<file path="config.mk">
export PLATFORM = sky130hd
export DESIGN_NAME = cost_rom_arbiter
export DESIGN_NICKNAME = d
export VERILOG_FILES = /design/src/rtl/cost_rom_arbiter.sv
export SDC_FILE = /design/constraint.sdc
export NUM_CORES = 1
export LEC_CHECK = 0
export ABC_AREA = 1
export BUFFER_PORTS_ARGS = -buffer_cell sky130_fd_sc_hd__clkbuf_2
export CAP_MARGIN = 20
export CORE_MARGIN = 5
export CORE_UTILIZATION = 49
export DETAILED_ROUTE_END_ITERATION = 10
export GPL_TIMING_DRIVEN = 0
export PLACE_DENSITY = 0.78
export REMOVE_ABC_BUFFERS = 1
export SLEW_MARGIN = 20
export SYNTH_ARGS = -nofsm -noshare
export SYNTH_HDL_FRONTEND = slang
export SYNTH_SLANG_ARGS = --single-unit
</file>
<file path="constraint.sdc">
create_clock -name clk -period 1.9 [get_ports clk]
set_clock_uncertainty 0.1 [all_clocks]
set_input_delay 0.285 -clock clk [delete_from_list [all_inputs] [get_ports clk]]
set_output_delay 0.285 -clock clk [all_outputs]
set_load 0.1 [all_outputs]
</file>
<file path="src/rtl/cost_rom_arbiter.sv">
// cost_rom_arbiter
//   Shares one combinational worker/job cost table between two requesters.
//   Arbitration is round-robin. A requester can lock the table for a burst of
//   at most MAX_BURST cycles. One lookup is issued per cycle, and its response
//   returns one cycle after the table address is registered.
//
// Ports
//   clk, rst_n              clock (rising edge), async active-low reset
//   req0/1, w0/1, j0/1      lookup request with worker and job index
//   lock0/1                 keep ownership after this beat
//   gnt0/1                  combinational grant; beat accepted on req&gnt
//   rom_w, rom_j            registered table address
//   rom_cost                table data for the current rom_w/rom_j
//   rsp_valid0/1            one-cycle response pulse tagged by requester
//   rsp_cost                registered returned cost
//   force_rel               one-cycle pulse when a lock hits MAX_BURST
module cost_rom_arbiter #(
  parameter int unsigned MAX_BURST = 8,
  parameter int unsigned CW        = 7
) (
  input  logic          clk,
  input  logic          rst_n,
  input  logic          req0,
  input  logic [2:0]    w0,
  input  logic [2:0]    j0,
  input  logic          lock0,
  output logic          gnt0,
  input  logic          req1,
  input  logic [2:0]    w1,
  input  logic [2:0]    j1,
  input  logic          lock1,
  output logic          gnt1,
  output logic [2:0]    rom_w,
  output logic [2:0]    rom_j,
  input  logic [CW-1:0] rom_cost,
  output logic          rsp_valid0,
  output logic          rsp_valid1,
  output logic [CW-1:0] rsp_cost,
  output logic          force_rel
);

  localparam int unsigned BCW = (MAX_BURST > 1) ? $clog2(MAX_BURST) : 1;

  typedef enum logic [1:0] {
    IDLE = 2'd0,
    OWN0 = 2'd1,
    OWN1 = 2'd2
  } state_t;

  state_t         state;
  state_t         state_nxt;
  logic           ptr;
  logic           ptr_nxt;
  logic [BCW-1:0] burst_cnt;
  logic [BCW-1:0] burst_cnt_nxt;
  logic           force_nxt;
  logic           burst_last;
  logic           acc0;
  logic           acc1;

  // In-flight lookup: valid flag and owning requester
  logic           pend;
  logic           tag;

  assign acc0       = req0 & gnt0;
  assign acc1       = req1 & gnt1;
  assign burst_last = (burst_cnt == BCW'(MAX_BURST - 1));

  // State register, priority pointer and burst counter
  always_ff @(posedge clk or negedge rst_n) begin
    if (!rst_n) begin
      state     <= IDLE;
      ptr       <= 1'b0;
      burst_cnt <= '0;
    end else begin
      state     <= state_nxt;
      ptr       <= ptr_nxt;
      burst_cnt <= burst_cnt_nxt;
    end
  end

  // Next-state logic
  // A beat accepted in the limit cycle still completes. The release is only
  // flagged as forced when the beat did not release the lock itself.
  always_comb begin
    state_nxt     = state;
    ptr_nxt       = ptr;
    burst_cnt_nxt = burst_cnt;
    force_nxt     = 1'b0;
    unique case (state)
      IDLE: begin
        burst_cnt_nxt = '0;
        if (acc0) begin
          if (lock0) state_nxt = OWN0;
          else       ptr_nxt   = 1'b1;
        end else if (acc1) begin
          if (lock1) state_nxt = OWN1;
          else       ptr_nxt   = 1'b0;
        end
      end
      OWN0: begin
        if (acc0 && !lock0) begin
          state_nxt     = IDLE;
          ptr_nxt       = 1'b1;
          burst_cnt_nxt = '0;
        end else if (burst_last) begin
          state_nxt     = IDLE;
          ptr_nxt       = 1'b1;
          burst_cnt_nxt = '0;
          force_nxt     = 1'b1;
        end else begin
          burst_cnt_nxt = burst_cnt + BCW'(1);
        end
      end
      OWN1: begin
        if (acc1 && !lock1) begin
          state_nxt     = IDLE;
          ptr_nxt       = 1'b0;
          burst_cnt_nxt = '0;
        end else if (burst_last) begin
          state_nxt     = IDLE;
          ptr_nxt       = 1'b0;
          burst_cnt_nxt = '0;
          force_nxt     = 1'b1;
        end else begin
          burst_cnt_nxt = burst_cnt + BCW'(1);
        end
      end
      default: begin
        state_nxt     = IDLE;
        burst_cnt_nxt = '0;
      end
    endcase
  end

  // Grant logic: round-robin while idle, exclusive while owned
  always_comb begin
    gnt0 = 1'b0;
    gnt1 = 1'b0;
    unique case (state)
      IDLE: begin
        gnt0 = req0 & (~ptr | ~req1);
        gnt1 = req1 & ( ptr | ~req0);
      end
      OWN0:    gnt0 = 1'b1;
      OWN1:    gnt1 = 1'b1;
      default: begin
        gnt0 = 1'b0;
        gnt1 = 1'b0;
      end
    endcase
  end

  // Address issue: register the accepted beat's index and tag
  always_ff @(posedge clk or negedge rst_n) begin
    if (!rst_n) begin
      rom_w <= '0;
      rom_j <= '0;
      pend  <= 1'b0;
      tag   <= 1'b0;
    end else begin
      if (acc0) begin
        rom_w <= w0;
        rom_j <= j0;
        tag   <= 1'b0;
        pend  <= 1'b1;
      end else if (acc1) begin
        rom_w <= w1;
        rom_j <= j1;
        tag   <= 1'b1;
        pend  <= 1'b1;
      end else begin
        pend  <= 1'b0;
      end
    end
  end

  // Response capture: table data is valid one cycle after the address
  always_ff @(posedge clk or negedge rst_n) begin
    if (!rst_n) begin
      rsp_valid0 <= 1'b0;
      rsp_valid1 <= 1'b0;
      rsp_cost   <= '0;
      force_rel  <= 1'b0;
    end else begin
      rsp_valid0 <= pend & ~tag;
      rsp_valid1 <= pend &  tag;
      if (pend) rsp_cost <= rom_cost;
      force_rel  <= force_nxt;
    end
  end

endmodule
</file>
==> results of run 1 <==
==> worst max path at each step <==
stage / start / endpoint / slack, ps
2_1_floorplan: state[0] / ptr / -170
3_3_place_gp: state[0] / gnt1 / -70
3_5_place_dp: state[0] / gnt1 / -130
4_1_cts: state[0] / gnt0 / 40
5_1_grt: state[0] / gnt0 / -30
6_report: state[0] / gnt1 / 50
==> cells by family after synthesis <==
kind of cell,after synthesis
and+or+nand+nor,75
DFF,24
AOI/OAI and AO/OA,22
buffers and inverters,22
adders and majority gates,8
==> layer usage <==
metal	global-route usage	up-vias	routed length (µm)
li1	-	583	-
met1	0.2156	540	1195
met2	0.2931	50	1541
met3	0.03404	12	244
met4	0.06811	0	109
met5	0	-	0
==> repair_timing <==
action | 4_1_cts | 5_1_grt
hold buffers | 1 | 0
endpoints found under the hold margin | 24 | 0
gates resized for setup | 12 | 13
setup buffers | 5 | 2
pin swaps | 1 | 7
endpoints found under the setup margin | 2 | 5
==> layout make-up <==
class,count,area (µm²)
Multi-Input combinational cell,105,618.1
Timing Repair Buffer,50,325.3
Tap cell,30,37.54
Sequential cell,24,603.1
Inverter,20,82.58
Fill cell,188,765.7
Clock buffer,3,22.52
==> synth_stat cells, types with 2 or more instances <==
library cell               instances
sky130_fd_sc_hd__o21ai_2           2
sky130_fd_sc_hd__dfrtp_1          24
sky130_fd_sc_hd__nand2_1          42
sky130_fd_sc_hd__ha_1              8
sky130_fd_sc_hd__o21ai_1          14
sky130_fd_sc_hd__nand2_2           4
sky130_fd_sc_hd__clkinv_1          2
sky130_fd_sc_hd__inv_1            17
sky130_fd_sc_hd__o21ai_0           2
sky130_fd_sc_hd__o211ai_1          2
sky130_fd_sc_hd__nand2_4           3
sky130_fd_sc_hd__nor2_1           12
sky130_fd_sc_hd__nand3_1          11
==> sequential cells by signal (all words and copies together) (netlist names) <==
register	count
rsp_cost	7
burst_cnt	3
rom_j	3
rom_w	3
state	2
force_rel	1
pend	1
ptr	1
rsp_valid0	1
rsp_valid1	1
tag	1
==> worst min-delay path: cells and delay by family <==
family / cells / cell delay, ps
buffers and inverters: 1 / 80
and+or+nand+nor: 2 / 100
==> stage by stage <==
step           utilization  std cells  TNS (ps)  hold slack (ps)
3_5_place_dp        0.6060        221    -125.4            210.7
2_1_floorplan            -        149     -1024           -110.6
4_1_cts             0.6570        230         0            82.71
3_3_place_gp        0.6060        221    -65.30            200.0
5_1_grt             0.6881        232    -68.69            72.07
6_report            0.6881        232         0            87.13
==> report_table.html, run 1 <==
<table>
<tr><th>Metric</th><th>Value</th></tr>
<tr><th colspan="2">Run status</th></tr>
<tr><td>Run status</td><td>finished clean</td></tr>
<tr><th colspan="2">Setup path</th></tr>
<tr><td>Cell type with the highest occurrence count on the critical path</td><td>sky130_fd_sc_hd__nand2_2</td></tr>
<tr><td>Cell depth of the worst setup path</td><td>7</td></tr>
<tr><td>Critical path buffer and inverter count</td><td>3</td></tr>
<tr><td>Endpoint arrival time on the critical path</td><td>1470 ps</td></tr>
<tr><td>Max Fanout on Critical Path</td><td>4</td></tr>
<tr><td>FF-to-FF End</td><td>state[0]</td></tr>
<tr><td>Critical-path cell with the highest stage delay</td><td>sky130_fd_sc_hd__dfrtp_2</td></tr>
<tr><td>Kind of critical path</td><td>reg2out</td></tr>
<tr><td>Flop-to-flop setup slack</td><td>150 ps</td></tr>
<tr><td>Cells along the critical path</td><td>inv_4 -&gt; ha_4 -&gt; nand2_2 -&gt; inv_2 -&gt; nand2_2 -&gt; nand2_4 -&gt; clkbuf_16</td></tr>
<tr><td>Reg-to-reg startpoint</td><td>state[0]</td></tr>
<tr><td>CP Launch Type</td><td>flop</td></tr>
<tr><td>Register-to-Register Path Depth</td><td>13</td></tr>
<tr><td>Highest cell delay on the worst timing path</td><td>470 ps</td></tr>
<tr><td>Data required time at the worst endpoint</td><td>1510 ps</td></tr>
<tr><td>Type of element capturing the critical path</td><td>output port</td></tr>
<tr><td>Crit path max-delay family</td><td>flip-flops</td></tr>
<tr><th colspan="2">Routing</th></tr>
<tr><td>Vias after detailed routing</td><td>~1200</td></tr>
<tr><td>DRC marker count from the first detailed-route iteration</td><td>60</td></tr>
<tr><td>Wirelength, routed</td><td>3.091 mm</td></tr>
<tr><td>Vias per cell</td><td>5.108</td></tr>
<tr><td>Total iterations of the first detailed-routing run</td><td>4</td></tr>
<tr><td>Wire per inst</td><td>between 10 and 15 µm</td></tr>
<tr><td>DRC viols</td><td>0</td></tr>
<tr><td>Number of nets with antenna violations after routing</td><td>0</td></tr>
<tr><th colspan="2">CTS</th></tr>
<tr><td>Buffer levels on the longest clock path</td><td>2</td></tr>
<tr><td>Worst-skew pair later-pin latency</td><td>300 ps</td></tr>
<tr><td>Clock tree from TritonCTS</td><td>built</td></tr>
<tr><td>Max H-tree Level</td><td>1</td></tr>
<tr><td>Clk root buf</td><td>sky130_fd_sc_hd__clkbuf_4</td></tr>
<tr><td>Inserted Clock Buffers</td><td>3</td></tr>
<tr><td>Number of clock sinks</td><td>24</td></tr>
<tr><td>Clock-pin transition on the worst setup and hold timing paths</td><td>120 ps</td></tr>
<tr><th colspan="2">GRT</th></tr>
<tr><td>Number of antenna violations at the first check in global routing</td><td>0</td></tr>
<tr><td>Global-route wire length before repair</td><td>around 4.8 mm</td></tr>
<tr><td>Pin count of the biggest net entering global routing</td><td>25</td></tr>
<tr><td>Via count of the first global-routing pass</td><td>1107</td></tr>
<tr><td>Congestion Overflow GR</td><td>0</td></tr>
<tr><td>Total Routing Usage GR</td><td>0.1726</td></tr>
<tr><th colspan="2">Synthesis</th></tr>
<tr><td>Cells after Synth</td><td>151</td></tr>
<tr><td>Top cells by area, synth</td><td>sky130_fd_sc_hd__dfrtp_1 (48%), sky130_fd_sc_hd__nand2_1 (13%), sky130_fd_sc_hd__ha_1 (8.0%)</td></tr>
<tr><td>Share of the synthesized netlist area taken by xor and xnor gates</td><td>0</td></tr>
<tr><td>FF+latch count, synth</td><td>24</td></tr>
<tr><td>Area fraction in and, or, nand and nor cells after synthesis</td><td>0.2662</td></tr>
<tr><td>Sequential-to-total area share from yosys stat</td><td>0.4786</td></tr>
<tr><td>Multiplexer area fraction after synthesis</td><td>0</td></tr>
<tr><td>Portion of synthesized cell area occupied by the leading cell type</td><td>0.4786</td></tr>
<tr><td>Syn Std Cell Area</td><td>between 0.001 and 0.0015 mm²</td></tr>
<tr><td>Post-synthesis area per instance</td><td>8.311 µm²</td></tr>
<tr><td>Fraction of the mapped netlist area in adder cells</td><td>0.07976</td></tr>
<tr><td>Asr flop ratio synth</td><td>1.000</td></tr>
<tr><td>Count of flip-flops with a built-in enable after synthesis</td><td>0</td></tr>
<tr><td>Number of distinct library cells after synthesis</td><td>21</td></tr>
<tr><td>Synthesis Warnings</td><td>0</td></tr>
<tr><td>Most used flip-flop cell after synthesis</td><td>sky130_fd_sc_hd__dfrtp_1</td></tr>
<tr><td>Share of the synthesized area in compound gates (AO/OA/AOI/OAI)</td><td>0.09970</td></tr>
<tr><td>Dominant combinational cell family by area after synthesis</td><td>simple AND/OR/NAND/NOR gates</td></tr>
<tr><td>Largest area contributor in the netlist</td><td>sky130_fd_sc_hd__dfrtp_1</td></tr>
<tr><th colspan="2">Placed design</th></tr>
<tr><td>Routability-driven placement congestion ratio</td><td>0.7965</td></tr>
<tr><td>Post-Place Worst Slack</td><td>-125.4 ps</td></tr>
<tr><td>DPL Wire Length</td><td>roughly 2.3 mm</td></tr>
<tr><td>Cell area after placement</td><td>0.001488 mm²</td></tr>
<tr><td>Count of buffers from port buffering</td><td>42</td></tr>
<tr><th colspan="2">Timing</th></tr>
<tr><td>Fmax achieved</td><td>between 500 and 600 MHz</td></tr>
<tr><td>Least-Margin Pin Slew</td><td>575.6 ps</td></tr>
<tr><td>Slack of the critical path</td><td>47.47 ps</td></tr>
<tr><td>Final hold violation count</td><td>0</td></tr>
<tr><td>Setup repair after global routing missed its margin</td><td>yes</td></tr>
<tr><td>Final count of negative-setup-slack endpoints</td><td>0</td></tr>
<tr><td>Post-layout min period</td><td>1853 ps</td></tr>
<tr><td>Worst relative slew slack</td><td>0.6162</td></tr>
<tr><td>Period utilisation layout</td><td>0.9750</td></tr>
<tr><td>Number of pins exceeding their max-slew limit in the final report</td><td>0</td></tr>
<tr><th colspan="2">Cells and area</th></tr>
<tr><td>Area of all placed cells without fillers</td><td>0.001689 mm²</td></tr>
<tr><td>NumNets Final</td><td>237</td></tr>
<tr><td>Area growth, synth to finish</td><td>34.60%</td></tr>
<tr><td>Most common cell after layout, fill and taps aside</td><td>sky130_fd_sc_hd__clkbuf_2</td></tr>
<tr><td>Most used cells in the layout excluding fill and tap cells</td><td>sky130_fd_sc_hd__clkbuf_2 (40), sky130_fd_sc_hd__nand2_1 (39), sky130_fd_sc_hd__dfrtp_1 (22), sky130_fd_sc_hd__inv_1 (15), sky130_fd_sc_hd__o21ai_1 (14)</td></tr>
<tr><td>Number of antenna repair diodes</td><td>0</td></tr>
<tr><td>Fraction of final layout cells with drive strength greater than 1</td><td>0.3762</td></tr>
<tr><th colspan="2">Floorplan</th></tr>
<tr><td>Standard cell core area</td><td>0.002455 mm²</td></tr>
<tr><td>Chip width</td><td>60.61 µm</td></tr>
<tr><td>Die height</td><td>60.61 µm</td></tr>
<tr><td>Total Die Area</td><td>0.003673 mm²</td></tr>
<tr><td>Top-level I/O count</td><td>43</td></tr>
<tr><td>FP Rows</td><td>18</td></tr>
<tr><td>Initial standard-cell utilization of the core</td><td>0.5112</td></tr>
<tr><th colspan="2">Min path</th></tr>
<tr><td>Endpoint with the worst hold slack</td><td>rsp_cost[6]</td></tr>
<tr><td>Kind of path behind the tightest hold check</td><td>in2reg</td></tr>
<tr><td>Worst min-delay path startpoint</td><td>rom_cost[6]</td></tr>
<tr><td>WHS Path Cells</td><td>3</td></tr>
<tr><th colspan="2">Flow run</th></tr>
<tr><td>Max-cap viol count</td><td>0</td></tr>
</table>
Power of run 1 is not shown: default switching activity piles up to over one toggle a cycle in this logic, so the estimate is an artifact.
==> run 2: changes to the inputs <==
--- a/config.mk
+++ b/config.mk
@@ -8,7 +8,6 @@
 export ABC_AREA = 1
 export BUFFER_PORTS_ARGS = -buffer_cell sky130_fd_sc_hd__clkbuf_2
 export CAP_MARGIN = 20
-export CORE_MARGIN = 5
 export CORE_UTILIZATION = 49
 export DETAILED_ROUTE_END_ITERATION = 10
 export GPL_TIMING_DRIVEN = 0
==> run 2 against run 1 <==
Routed wire length is 9.3% lower. Via count is 2.4% lower. First-iteration DRC count is 58% lower. Worst hold slack worse by 10 ps. Cell count is 0.86% lower. Core utilization is 2.2 points higher. Non-clock buffer count stayed put. Register-to-register slack worse by 40 ps. Count of clock-buffer cells in the layout stayed put. Largest cell class is now flip-flops and latches.
==> report_table.html, run 2 (synthesis results as in run 1) <==
<table>
<tr><th>Metric</th><th>Value</th></tr>
<tr><th colspan="2">CTS</th></tr>
<tr><td>Number of clock sinks</td><td>24 (unchanged)</td></tr>
<tr><td>Max H-tree Level</td><td>1 (unchanged)</td></tr>
<tr><td>Worst-skew pair later-pin latency</td><td>300 ps (about the same)</td></tr>
<tr><td>Clk root buf</td><td>sky130_fd_sc_hd__clkbuf_4 (unchanged)</td></tr>
<tr><td>Inserted Clock Buffers</td><td>3 (unchanged)</td></tr>
<tr><td>Clock tree from TritonCTS</td><td>built (unchanged)</td></tr>
<tr><td>Clock-pin transition on the worst setup and hold timing paths</td><td>120 ps (about the same)</td></tr>
<tr><td>Buffer levels on the longest clock path</td><td>2 (unchanged)</td></tr>
<tr><th colspan="2">Routing</th></tr>
<tr><td>Met2 wire len</td><td>1.394 mm (was 1.541 mm)</td></tr>
<tr><td>Max layer used</td><td>met4 (unchanged)</td></tr>
<tr><td>DRC marker count from the first detailed-route iteration</td><td>25 (was 60)</td></tr>
<tr><td>Total iterations of the first detailed-routing run</td><td>4 (unchanged)</td></tr>
<tr><td>Met3 WL</td><td>87 µm (was 244 µm)</td></tr>
<tr><td>Wire per inst</td><td>12.19 µm (was 13.32 µm)</td></tr>
<tr><td>DRC viols</td><td>0 (unchanged)</td></tr>
<tr><td>Wirelength, routed</td><td>2.804 mm (was 3.091 mm)</td></tr>
<tr><td>Vias after detailed routing</td><td>1156 (was 1185)</td></tr>
<tr><td>Detailed-routing wirelength on met1</td><td>1.282 mm (was 1.195 mm)</td></tr>
<tr><td>Number of nets with antenna violations after routing</td><td>0 (unchanged)</td></tr>
<tr><td>Vias per cell</td><td>5.026 (was 5.108)</td></tr>
<tr><th colspan="2">Placed design</th></tr>
<tr><td>Routability-driven placement congestion ratio</td><td>0.7705 (was 0.7965)</td></tr>
<tr><td>Count of buffers from port buffering</td><td>42 (unchanged)</td></tr>
<tr><td>Cell area after placement</td><td>0.001485 mm² (was 0.001488 mm²)</td></tr>
<tr><td>Post-Place Worst Slack</td><td>-99.34 ps (was -125.4 ps)</td></tr>
<tr><td>DPL Wire Length</td><td>2.009 mm (was 2.283 mm)</td></tr>
<tr><th colspan="2">Cells and area</th></tr>
<tr><td>Most used cells in the layout excluding fill and tap cells</td><td>sky130_fd_sc_hd__nand2_1 (42), sky130_fd_sc_hd__clkbuf_2 (40), sky130_fd_sc_hd__dfrtp_1 (22), sky130_fd_sc_hd__inv_1 (14), sky130_fd_sc_hd__o21ai_1 (14) (was sky130_fd_sc_hd__clkbuf_2 (40), sky130_fd_sc_hd__nand2_1 (39), sky130_fd_sc_hd__dfrtp_1 (22), sky130_fd_sc_hd__inv_1 (15), sky130_fd_sc_hd__o21ai_1 (14))</td></tr>
<tr><td>Area occupied by multi-input gates</td><td>586.8 µm² (was 618.1 µm²)</td></tr>
<tr><td>NumNets Final</td><td>237 (unchanged)</td></tr>
<tr><td>Share of the core filled with cells</td><td>0.7097 (was 0.6881)</td></tr>
<tr><td>Biggest register</td><td>rsp_cost (unchanged)</td></tr>
<tr><td>Fraction of final layout cells with drive strength greater than 1</td><td>0.3515 (was 0.3762)</td></tr>
<tr><td>Area of all placed cells without fillers</td><td>0.001645 mm² (was 0.001689 mm²)</td></tr>
<tr><td>Most common cell after layout, fill and taps aside</td><td>sky130_fd_sc_hd__nand2_1 (was sky130_fd_sc_hd__clkbuf_2)</td></tr>
<tr><td>Number of antenna repair diodes</td><td>0 (unchanged)</td></tr>
<tr><td>Sequential cell area</td><td>603.1 µm² (unchanged)</td></tr>
<tr><td>Area growth, synth to finish</td><td>31.11% (was 34.60%)</td></tr>
<tr><td>Filler Cell Count</td><td>190 (was 188)</td></tr>
<tr><td>Max reg flops</td><td>7 (unchanged)</td></tr>
<tr><th colspan="2">Min path</th></tr>
<tr><td>Worst min-delay path startpoint</td><td>rom_cost[5] (was rom_cost[6])</td></tr>
<tr><td>Kind of path behind the tightest hold check</td><td>in2reg (unchanged)</td></tr>
<tr><td>Endpoint with the worst hold slack</td><td>rsp_cost[5] (was rsp_cost[6])</td></tr>
<tr><td>WHS Path Cells</td><td>3 (unchanged)</td></tr>
<tr><th colspan="2">Timing</th></tr>
<tr><td>Number of pins exceeding their max-slew limit in the final report</td><td>0 (unchanged)</td></tr>
<tr><td>Slack of the critical path</td><td>7.709 ps (was 47.47 ps)</td></tr>
<tr><td>Final hold violation count</td><td>0 (unchanged)</td></tr>
<tr><td>Period utilisation layout</td><td>0.9959 (was 0.9750)</td></tr>
<tr><td>Setup repair after global routing missed its margin</td><td>yes (unchanged)</td></tr>
<tr><td>Final count of negative-setup-slack endpoints</td><td>0 (unchanged)</td></tr>
<tr><td>Fmax achieved</td><td>528.5 MHz (was 539.8 MHz)</td></tr>
<tr><td>Setup TNS</td><td>0 ps (unchanged)</td></tr>
<tr><td>Worst relative slew slack</td><td>0.6102 (was 0.6162)</td></tr>
<tr><td>Least-Margin Pin Slew</td><td>584.8 ps (was 575.6 ps)</td></tr>
<tr><td>Post-layout min period</td><td>1892 ps (was 1853 ps)</td></tr>
<tr><th colspan="2">Setup path</th></tr>
<tr><td>Flop-to-flop setup slack</td><td>110 ps (was 150 ps)</td></tr>
<tr><td>CP Launch Type</td><td>flop (unchanged)</td></tr>
<tr><td>Max Fanout on Critical Path</td><td>5 (was 4)</td></tr>
<tr><td>Kind of critical path</td><td>reg2out (unchanged)</td></tr>
<tr><td>Launch point of the worst path</td><td>state[0] (unchanged)</td></tr>
<tr><td>Register-to-Register Path Depth</td><td>9 (was 13)</td></tr>
<tr><td>FF-to-FF End</td><td>state[1] (was state[0])</td></tr>
<tr><td>Data required time at the worst endpoint</td><td>1510 ps (about the same)</td></tr>
<tr><td>Type of element capturing the critical path</td><td>output port (unchanged)</td></tr>
<tr><td>Reg-to-reg startpoint</td><td>state[0] (unchanged)</td></tr>
<tr><td>Endpoint arrival time on the critical path</td><td>1510 ps (was 1470 ps)</td></tr>
<tr><th colspan="2">Floorplan</th></tr>
<tr><td>Die height</td><td>52.61 µm (was 60.61 µm)</td></tr>
<tr><td>Top-level I/O count</td><td>43 (unchanged)</td></tr>
<tr><td>Chip width</td><td>52.61 µm (was 60.61 µm)</td></tr>
<tr><td>Initial standard-cell utilization of the core</td><td>0.5413 (was 0.5112)</td></tr>
<tr><td>FP Rows</td><td>17 (was 18)</td></tr>
<tr><td>Standard cell core area</td><td>0.002318 mm² (was 0.002455 mm²)</td></tr>
<tr><td>Total Die Area</td><td>0.002767 mm² (was 0.003673 mm²)</td></tr>
<tr><th colspan="2">Flow run</th></tr>
<tr><td>Max-cap viol count</td><td>0 (unchanged)</td></tr>
<tr><th colspan="2">GRT</th></tr>
<tr><td>Pin count of the biggest net entering global routing</td><td>25 (unchanged)</td></tr>
<tr><td>Global-route wire length before repair</td><td>4.436 mm (was 4.788 mm)</td></tr>
<tr><td>Number of antenna violations at the first check in global routing</td><td>0 (unchanged)</td></tr>
<tr><td>Via count of the first global-routing pass</td><td>1050 (was 1107)</td></tr>
<tr><td>Congestion Overflow GR</td><td>0 (unchanged)</td></tr>
<tr><td>Total Routing Usage GR</td><td>0.2200 (was 0.1726)</td></tr>
<tr><th colspan="2">Run status</th></tr>
<tr><td>Run status</td><td>finished clean (unchanged)</td></tr>
</table>
-- run 2: metal layers --
layer / up-vias / track usage
met3: 4 / 0.02029
met4: 0 / 0.08772
met5: - / 0
met1: 539 / 0.2523
met2: 32 / 0.4114
li1: 581 / -
-- run 2: worst max-delay path: stages (launching register included) --
cell                        delay [ps]
sky130_fd_sc_hd__dfrtp_2           470
sky130_fd_sc_hd__inv_4             100
sky130_fd_sc_hd__ha_4              160
sky130_fd_sc_hd__nand2_1            60
sky130_fd_sc_hd__clkinv_1           40
sky130_fd_sc_hd__nand2_1            50
sky130_fd_sc_hd__nand2_2           100
sky130_fd_sc_hd__clkbuf_16         210
-- run 2: worst max path at each step --
stage                end  cells after the start
CTS                 gnt1                      7
detailed placement  gnt1                      7
global placement    gnt1                      7
floorplan            ptr                     11
global route        gnt1                      7
finish              gnt1                      7
-- run 2: final cells by class --
cell class,instances,share of cell area
Clock buffer,3,0.01369
Multi-Input combinational cell,105,0.3567
Tap cell,28,0.02129
Inverter,20,0.05171
Sequential cell,24,0.3665
Timing Repair Buffer,50,0.1901
-- run 2: stage by stage --
step                hold WS (ps)  cells
floorplan                 -110.6    149
global placement           197.6    219
detailed placement         216.5    219
CTS                        72.84    227
global route               72.19    230
finish                     76.92    230
-- run 2: repair_timing --
action	CTS	global route
endpoints found under the setup margin	4	4
resized for setup	12	6
hold buffers	1	0
gates cloned	0	0
pin swaps	1	2
setup buffers	4	3
hold endpoints to repair	24	0
Power of run 2 is left out for the same reason.
==> run 3: changes to the inputs <==
--- a/config.mk
+++ b/config.mk
@@ -11,7 +11,7 @@
 export CORE_UTILIZATION = 49
 export DETAILED_ROUTE_END_ITERATION = 10
 export GPL_TIMING_DRIVEN = 0
-export PLACE_DENSITY = 0.78
+export PLACE_DENSITY_LB_ADDON = 0.05
 export REMOVE_ABC_BUFFERS = 1
 export SLEW_MARGIN = 20
 export SYNTH_ARGS = -nofsm -noshare
==> run 3 against run 2 <==
Global-route usage fell by 0.29 points. Count of clock-buffer cells in the layout is the same. Cell area decreased by 0.23%. Highest routed layer unchanged. Non-clock buffer count shrank 4. Core utilization down 0.16 points. Die area did not move. First-iteration DRC count shrank 60%. Routed wire length down 4.5%. Critical path depth did not move. Flip-flop and latch count did not move. Maximum frequency up 2.2%. Sequential share of layout area up 0.084 points.
==> report_table.html, run 3 (synthesis results as in run 1) <==
<table>
<tr><th>Metric</th><th>Value</th></tr>
<tr><th colspan="2">Routing</th></tr>
<tr><td>Wire per inst</td><td>11.79 µm (was 12.19 µm)</td></tr>
<tr><td>Vias per cell</td><td>4.833 (was 5.026)</td></tr>
<tr><td>Number of nets with antenna violations after routing</td><td>0 (unchanged)</td></tr>
<tr><td>DRC marker count from the first detailed-route iteration</td><td>10 (was 25)</td></tr>
<tr><td>DRC viols</td><td>0 (unchanged)</td></tr>
<tr><td>Total iterations of the first detailed-routing run</td><td>4 (unchanged)</td></tr>
<tr><td>Wirelength, routed</td><td>2.677 mm (was 2.804 mm)</td></tr>
<tr><td>Vias after detailed routing</td><td>1097 (was 1156)</td></tr>
<tr><th colspan="2">Floorplan</th></tr>
<tr><td>Initial standard-cell utilization of the core</td><td>0.5413 (unchanged)</td></tr>
<tr><td>Chip width</td><td>52.61 µm (unchanged)</td></tr>
<tr><td>Die height</td><td>52.61 µm (unchanged)</td></tr>
<tr><td>Top-level I/O count</td><td>43 (unchanged)</td></tr>
<tr><td>Standard cell core area</td><td>0.002318 mm² (unchanged)</td></tr>
<tr><td>Total Die Area</td><td>0.002767 mm² (unchanged)</td></tr>
<tr><td>FP Rows</td><td>17 (unchanged)</td></tr>
<tr><th colspan="2">Placed design</th></tr>
<tr><td>Routability-driven placement congestion ratio</td><td>0.8177 (was 0.7705)</td></tr>
<tr><td>DPL Wire Length</td><td>1.835 mm (was 2.009 mm)</td></tr>
<tr><td>Post-placement cell count</td><td>219 (unchanged)</td></tr>
<tr><td>Count of buffers from port buffering</td><td>42 (unchanged)</td></tr>
<tr><td>Cell area after placement</td><td>0.001485 mm² (unchanged)</td></tr>
<tr><th colspan="2">GRT</th></tr>
<tr><td>Via count of the first global-routing pass</td><td>1053 (was 1050)</td></tr>
<tr><td>Pin count of the biggest net entering global routing</td><td>25 (unchanged)</td></tr>
<tr><td>Total Routing Usage GR</td><td>0.2172 (was 0.2200)</td></tr>
<tr><td>Global-route wire length before repair</td><td>4.340 mm (was 4.436 mm)</td></tr>
<tr><td>Congestion Overflow GR</td><td>0 (unchanged)</td></tr>
<tr><td>Number of antenna violations at the first check in global routing</td><td>0 (unchanged)</td></tr>
<tr><th colspan="2">Min path</th></tr>
<tr><td>Kind of path behind the tightest hold check</td><td>in2reg (unchanged)</td></tr>
<tr><th colspan="2">Cells and area</th></tr>
<tr><td>Max reg flops</td><td>7 (unchanged)</td></tr>
<tr><td>NumNets Final</td><td>233 (was 237)</td></tr>
<tr><td>Area of all placed cells without fillers</td><td>0.001642 mm² (was 0.001645 mm²)</td></tr>
<tr><td>Most used cells in the layout excluding fill and tap cells</td><td>sky130_fd_sc_hd__nand2_1 (41), sky130_fd_sc_hd__clkbuf_2 (40), sky130_fd_sc_hd__dfrtp_1 (22), sky130_fd_sc_hd__inv_1 (14), sky130_fd_sc_hd__o21ai_1 (14) (was sky130_fd_sc_hd__nand2_1 (42), sky130_fd_sc_hd__clkbuf_2 (40), sky130_fd_sc_hd__dfrtp_1 (22), sky130_fd_sc_hd__inv_1 (14), sky130_fd_sc_hd__o21ai_1 (14))</td></tr>
<tr><td>Area growth, synth to finish</td><td>30.81% (was 31.11%)</td></tr>
<tr><td>Most common cell after layout, fill and taps aside</td><td>sky130_fd_sc_hd__nand2_1 (unchanged)</td></tr>
<tr><td>Share of the core filled with cells</td><td>0.7080 (was 0.7097)</td></tr>
<tr><td>Number of antenna repair diodes</td><td>0 (unchanged)</td></tr>
<tr><td>Biggest register</td><td>rsp_cost (unchanged)</td></tr>
<tr><td>Fraction of final layout cells with drive strength greater than 1</td><td>0.3467 (was 0.3515)</td></tr>
<tr><td>Non-Filler Instances</td><td>227 (was 230)</td></tr>
<tr><td>Filler Cell Count</td><td>203 (was 190)</td></tr>
<tr><th colspan="2">Timing</th></tr>
<tr><td>Setup repair after global routing missed its margin</td><td>yes (unchanged)</td></tr>
<tr><td>Final count of negative-setup-slack endpoints</td><td>0 (unchanged)</td></tr>
<tr><td>Worst relative slew slack</td><td>0.6027 (was 0.6102)</td></tr>
<tr><td>Fmax achieved</td><td>539.9 MHz (was 528.5 MHz)</td></tr>
<tr><td>Post-layout min period</td><td>1852 ps (was 1892 ps)</td></tr>
<tr><td>Period utilisation layout</td><td>0.9749 (was 0.9959)</td></tr>
<tr><td>Final hold violation count</td><td>0 (unchanged)</td></tr>
<tr><td>Number of pins exceeding their max-slew limit in the final report</td><td>0 (unchanged)</td></tr>
<tr><td>Least-Margin Pin Slew</td><td>595.9 ps (was 584.8 ps)</td></tr>
<tr><td>Setup TNS</td><td>0 ps (unchanged)</td></tr>
<tr><th colspan="2">Setup path</th></tr>
<tr><td>Endpoint arrival time on the critical path</td><td>1470 ps (was 1510 ps)</td></tr>
<tr><td>Max Fanout on Critical Path</td><td>4 (was 5)</td></tr>
<tr><td>Data required time at the worst endpoint</td><td>1510 ps (about the same)</td></tr>
<tr><td>Type of element capturing the critical path</td><td>output port (unchanged)</td></tr>
<tr><td>CP Launch Type</td><td>flop (unchanged)</td></tr>
<tr><td>Kind of critical path</td><td>reg2out (unchanged)</td></tr>
<tr><th colspan="2">CTS</th></tr>
<tr><td>Clock tree from TritonCTS</td><td>built (unchanged)</td></tr>
<tr><td>Clk root buf</td><td>sky130_fd_sc_hd__clkbuf_4 (unchanged)</td></tr>
<tr><td>Inserted Clock Buffers</td><td>3 (unchanged)</td></tr>
<tr><td>Clock-pin transition on the worst setup and hold timing paths</td><td>140 ps (was 120 ps)</td></tr>
<tr><td>Number of clock sinks</td><td>24 (unchanged)</td></tr>
<tr><td>Buffer levels on the longest clock path</td><td>2 (unchanged)</td></tr>
<tr><td>Worst-skew pair later-pin latency</td><td>310 ps (was 300 ps)</td></tr>
<tr><td>Max H-tree Level</td><td>1 (unchanged)</td></tr>
<tr><th colspan="2">Flow run</th></tr>
<tr><td>Max-cap viol count</td><td>0 (unchanged)</td></tr>
<tr><th colspan="2">Run status</th></tr>
<tr><td>Run status</td><td>finished clean (unchanged)</td></tr>
</table>
run 3: cell count changes in the layout (fill, tap and decap cells not counted), sizes merged:
cell,delta
clkbuf,-1
buf,-3
bufinv,+1
run 3: cell type report:
class | instances | area, µm² | area share
Sequential cell | 24 | 603.1 | 0.3674
Clock inverter | 1 | 30.03 | 0.01829
Tap cell | 28 | 35.03 | 0.02134
Multi-Input combinational cell | 105 | 584.3 | 0.3559
Clock buffer | 3 | 22.52 | 0.01372
Timing Repair Buffer | 46 | 281.5 | 0.1715
Inverter | 20 | 85.08 | 0.05183
run 3: timing repair:
action | CTS | global route
buffers inserted | 3 | 0
gates resized for setup | 11 | 10
pin swaps | 1 | 0
hold buffers | 1 | 0
endpoints found under the hold margin | 24 | 0
setup endpoints to repair | 2 | 5
run 3: stage by stage:
stage          setup WS, ps  hold WS, ps
2_1_floorplan        -169.7       -110.6
4_1_cts               17.52        63.33
6_report              47.78        67.99
3_3_place_gp         -70.73        216.1
3_5_place_dp         -90.86        219.3
5_1_grt              -22.37        59.50
run 3: worst paths after layout:
path                              start      endpoint  slack (ps)  cells past startpoint
setup reg to reg               state[0]      state[0]         130                     11
hold reg to reg            burst_cnt[0]  burst_cnt[0]         370                      1
min in group asynchronous         rst_n  burst_cnt[0]         390                      2
max in group asynchronous         rst_n      state[0]         890                      2
hold / removal              rom_cost[2]   rsp_cost[2]          70                      3
setup / recovery               state[0]          gnt0          50                      7
run 3: worst max-delay path: stages, from the launching register on:
cell	delay, ps
sky130_fd_sc_hd__dfrtp_2	480
sky130_fd_sc_hd__inv_4	90
sky130_fd_sc_hd__ha_2	160
sky130_fd_sc_hd__nand2_1	50
sky130_fd_sc_hd__clkinv_1	60
sky130_fd_sc_hd__nand2_2	50
sky130_fd_sc_hd__nand2_4	90
sky130_fd_sc_hd__buf_12	180
run 3: per-layer routing:
layer / vias up / wire (µm) / GRT usage
met5: - / 0 / 0
met4: 0 / 27 / 0.09211
met3: 4 / 140 / 0.04058
met2: 35 / 1297 / 0.3650
met1: 485 / 1211 / 0.2699
li1: 573 / - / -
Power of run 3 is left out for the same reason.
